`src/rtl/switch_conditioner.sv`:
```
// Five-bit switch front end: per-bit synchroniser, initial settle phase, then
// per-bit debounce with a registered change strobe for downstream capture.
module switch_conditioner #(
  parameter int unsigned N_SYNC          = 2,
  parameter int unsigned DEBOUNCE_CYCLES = 16
) (
  input  logic       clk,
  input  logic       rst,
  input  logic [4:0] SW_IN,
  output logic       C1,
  output logic       C2,
  output logic       C3,
  output logic       C4,
  output logic       C5,
  output logic       valid,
  output logic       change
);

  localparam int unsigned NB    = 5;
  localparam int unsigned CNT_W = $clog2(DEBOUNCE_CYCLES + 1);
  localparam logic [CNT_W-1:0] CNT_MAX = CNT_W'(DEBOUNCE_CYCLES - 1);

  typedef enum logic {
    ST_INIT,
    ST_RUN
  } state_t;

  state_t                       state_q, state_d;
  logic [N_SYNC-1:0][NB-1:0]    sync_q, sync_d;
  logic [NB-1:0]                s_prev_q, s_prev_d;
  logic [CNT_W-1:0]             settle_q, settle_d;
  logic [NB-1:0][CNT_W-1:0]     cnt_q, cnt_d;
  logic [NB-1:0]                c_q, c_d;
  logic                         valid_q, valid_d;
  logic                         change_q, change_d;
  logic [NB-1:0]                s;

  assign s = sync_q[N_SYNC-1];

  // Plain shift chain: nothing but flops between SW_IN and s
  always_comb begin
    sync_d    = sync_q;
    sync_d[0] = SW_IN;
    for (int i = 1; i < int'(N_SYNC); i++) begin
      sync_d[i] = sync_q[i-1];
    end
    s_prev_d = s;
  end

  always_ff @(posedge clk or posedge rst) begin
    if (rst) begin
      state_q  <= ST_INIT;
      sync_q   <= '0;
      s_prev_q <= '0;
      settle_q <= '0;
      cnt_q    <= '0;
      c_q      <= '0;
      valid_q  <= 1'b0;
      change_q <= 1'b0;
    end else begin
      state_q  <= state_d;
      sync_q   <= sync_d;
      s_prev_q <= s_prev_d;
      settle_q <= settle_d;
      cnt_q    <= cnt_d;
      c_q      <= c_d;
      valid_q  <= valid_d;
      change_q <= change_d;
    end
  end

  always_comb begin
    state_d  = state_q;
    settle_d = settle_q;
    cnt_d    = cnt_q;
    c_d      = c_q;
    valid_d  = valid_q;
    change_d = 1'b0;
    case (state_q)
      ST_INIT: begin
        // Whole vector must hold steady before the first level is accepted
        if (s == s_prev_q) begin
          if (settle_q == CNT_MAX) begin
            c_d      = s;
            settle_d = '0;
            valid_d  = 1'b1;
            state_d  = ST_RUN;
          end else begin
            settle_d = CNT_W'(settle_q + 1'b1);
          end
        end else begin
          settle_d = '0;
        end
      end
      ST_RUN: begin
        for (int i = 0; i < int'(NB); i++) begin
          if (s[i] == c_q[i]) begin
            cnt_d[i] = '0;
          end else if (cnt_q[i] == CNT_MAX) begin
            c_d[i]   = s[i];
            cnt_d[i] = '0;
            change_d = 1'b1;
          end else begin
            cnt_d[i] = CNT_W'(cnt_q[i] + 1'b1);
          end
        end
      end
    endcase
  end

  assign C1     = c_q[4];
  assign C2     = c_q[3];
  assign C3     = c_q[2];
  assign C4     = c_q[1];
  assign C5     = c_q[0];
  assign valid  = valid_q;
  assign change = change_q;

endmodule

```
`config.mk`:
```
export PLATFORM = sky130hd
export DESIGN_NAME = switch_conditioner
export DESIGN_NICKNAME = d
export VERILOG_FILES = /design/src/rtl/switch_conditioner.sv
export SDC_FILE = /design/constraint.sdc
export NUM_CORES = 1
export LEC_CHECK = 0
export ABC_CLOCK_PERIOD_IN_PS = 1500
export CAP_MARGIN = 20
export CORE_ASPECT_RATIO = 0.9
export CORE_MARGIN = 2
export CORE_UTILIZATION = 52
export DETAILED_ROUTE_END_ITERATION = 6
export PLACE_DENSITY = 0.74
export SETUP_SLACK_MARGIN = 0.02
export SKIP_CTS_REPAIR_TIMING = 1
export SYNTH_ARGS = -nofsm -noshare
export SYNTH_HDL_FRONTEND = slang
export SYNTH_SLANG_ARGS = --single-unit
```
`constraint.sdc`:
```
create_clock -name clk -period 1.5 [get_ports clk]
set_clock_uncertainty 0.05 [all_clocks]
set_input_delay 0.3 -clock clk [delete_from_list [all_inputs] [get_ports clk]]
set_output_delay 0.3 -clock clk [all_outputs]
set_load 0.02 [all_outputs]
```
==> impl_metrics.tcl <==
set metrics [dict create \
    status "complete, but fails checks" \
    failed_checks "negative setup slack" \
    start_util 0.552 \
    fin_tns_setup_ns -1.96 \
    netlist_instances 202 \
    numCtsBuffers 5 \
    tightest_slew_ns 0.358 \
    yosys.area.top_type "dfrtp_1" \
    gp_congestion 0.743 \
    drc_errors 0 \
    io_buffers 13 \
    num_vias 1838 \
    wl_mm 5.31 \
    die_area_sq_um 4990 \
    synth_area_per_cell_sq_um 11.4 \
    ios 14 \
    die_w_um 74.3 \
    clock.fmax_ghz 0.546 \
    layout-drive-gt1-share 0.364 \
    clkSinkCount 53 \
    fin_nets 284 \
    cp-end-kind "flop" \
    crit_fanout 6 \
    final_cell_mix "53 x dfrtp_1, 48 x buf_4, 12 x nand3_1, 10 x nand2_1" \
    yosys.area.top_type_share 0.574 \
    yosysSeqAreaShare 0.574 \
    fin_ws_ns -0.331 \
    path_clk_slew_ns 0.10 \
    yosys.area_share.simple 0.139 \
    grt_antenna_before_repair 0 \
    syn_area_sq_um 2310 \
    ys_types 33 \
    fp.dieH_um 67.2 \
    clk_path_buf_depth 2 \
    ant_nets 0 \
    critPathSlowestCell "dfrtp_1" \
    crit_type "reg -> reg" \
    drtPass1Iterations 4 \
    worst_skew_pair.late_latency_ns 0.31 \
    timing.hold.ws_ns 0.313 \
    synth_mux_area_frac 0.0547 \
    worst_ep_arrival_time_ns 1.99 \
    yosysWarnings 0 \
    post-place-ws_ns -0.197 \
    grt_pass1_wl_mm 8.18 \
    path_delay_family "simple AND/OR/NAND/NOR gates" \
    diodes 0 \
    synth_compound_gate_area_share 0.131 \
    min_period_ns 1.83 \
    core-area_sq_um 4180 \
    final_hold_viol_count 0 \
    power_density_nw_per_um2 765 \
    min_path_type "reg -> reg" \
    crit_buf_inv 1 \
    htreeDepth 2 \
    finalPower_mw 2.49 \
    layout_commonest_cell "dfrtp_1" \
    ys_top_cells_by_area "dfrtp_1 57%, nand3_1 3.9%, xor2_1 3.8%, ha_1 3.3%, mux2i_1 3.0%" \
    drt_iter0_markers 107 \
    grt_pass1_vias 1807 \
    leakagePower_nw 1.58 \
    cts_tree "built" \
    grt_max_degree 54 \
    dp_hpwl_mm 3.34 \
    critPathLaunchType "flop" \
    synthXorXnorAreaFrac 0.0417 \
    gr-usage-all-layers 0.219 \
    peakVddDrop_uv 672 \
    path_cells "ha_2 > nand4b_1 > nor4_4 > buf_6 > a22oi_2 > mux2_4" \
    cts_root_buf "clkbuf_8" \
    slowest_delay_ns 0.37 \
    drv_slew 0 \
    wl_per_cell_um 16.0 \
    gr-total-overflow 0 \
    setup_viol 12 \
    viasPerCell 5.54 \
    synth_top_family_by_area "simple AND/OR/NAND/NOR gates" \
    synth_fp_nets 215 \
    num_rows 22 \
    rsz0062_at_grt "true" \
    max_slew_margin 0.761 \
    yosys.area_share.adder 0.0325 \
    post-route-period-util 1.22 \
    ys_ff_latch 53 \
    post-route-util 0.778 \
    area_growth_pct 40.9 \
    maxCapViolCount 0 \
    crit_required_ns 1.66 \
]
state kept, by name, indices dropped and copies added (netlist names):
signal / count
c_q: 5
change: 1
cnt_q: 25
s: 5
s_prev_q: 5
settle_q: 5
state_q: 1
sync_d: 5
valid: 1
power breakdown:
part	switching (mW)	internal, mW
registers	0.0109	1.45
logic	0.0895	0.0677
clock network	0.489	0.384
worst register-to-register path: cells and delay by family (launching register included):
family | cells | cell delay, ns
fa+ha+maj | 1 | 0.19
simple gates | 2 | 0.56
compound gates | 1 | 0.07
flops | 1 | 0.37
mux | 1 | 0.31
buf+inv | 1 | 0.18
routing by layer:
layer | routed length [um] | up-vias | GRT usage
met1 | 2290 | 917 | 0.282
met4 | 107 | 0 | 0.0938
met5 | 0 | - | 0
met2 | 2740 | 48 | 0.362
li1 | - | 862 | -
met3 | 176 | 11 | 0.0478
layout make-up:
type,count,area (sq um)
sequential,53,1330
multi-input combinational,134,1120
fill,261,930
timing repair buffer,68,596
clock buffer,6,82.6
tap,60,75.1
inverter,9,37.5
clock inverter,2,17.5
cell families (layout without fill, tap and decap cells):
group	after synthesis	in the layout
buffers and inverters	15	85
multiplexers	12	12
flip-flops	53	53
AO/OA/AOI/OAI	45	45
XOR/XNOR	11	11
AND/OR/NAND/NOR	60	60
adder cells (fa/ha/maj)	6	6
path summary, 6_finish.rpt:
| check | depth (start not counted) | startpoint | to | slack (ns) |
|---|---|---|---|---|
| min in group asynchronous | 3 | rst | cnt_q[21] | 0.33 |
| worst max register to register | 6 | settle_q[1] | c_q[4] | -0.33 |
| max in group asynchronous | 3 | rst | cnt_q[1] | 0.83 |
| worst max-delay path | 6 | settle_q[1] | c_q[4] | -0.33 |
| worst min-delay path | 0 | sync_d[9] | s[4] | 0.31 |
| worst min register to register | 0 | sync_d[9] | s[4] | 0.31 |
synth_stat cells:
master,instances
a21o_2,1
buf_4,1
a21oi_1,9
inv_1,9
mux2i_1,7
buf_2,2
o21ai_0,12
nor2_1,9
and3_1,2
nand4_1,1
a211o_1,3
nand4b_1,2
o2bb2ai_1,7
xor2_1,10
xnor2_1,1
nand3_1,18
nand2b_1,2
mux2_1,5
dfrtp_1,53
a221oi_1,1
nor3_2,1
a22oi_1,5
o211ai_1,5
nor2b_1,7
a32oi_1,1
ha_1,6
clkbuf_1,2
buf_1,1
a21boi_0,1
nor4_4,1
nor3_1,6
nand2_1,10
or2_2,1
metrics by stage:
stage | cells | area [sq um]
after floorplan | 202 | 2320
after global placement | 307 | 2790
after detailed placement | 307 | 2790
after CTS | 315 | 2890
after global routing | 332 | 3250
final | 332 | 3250
Power figures use the tool's default switching activity.
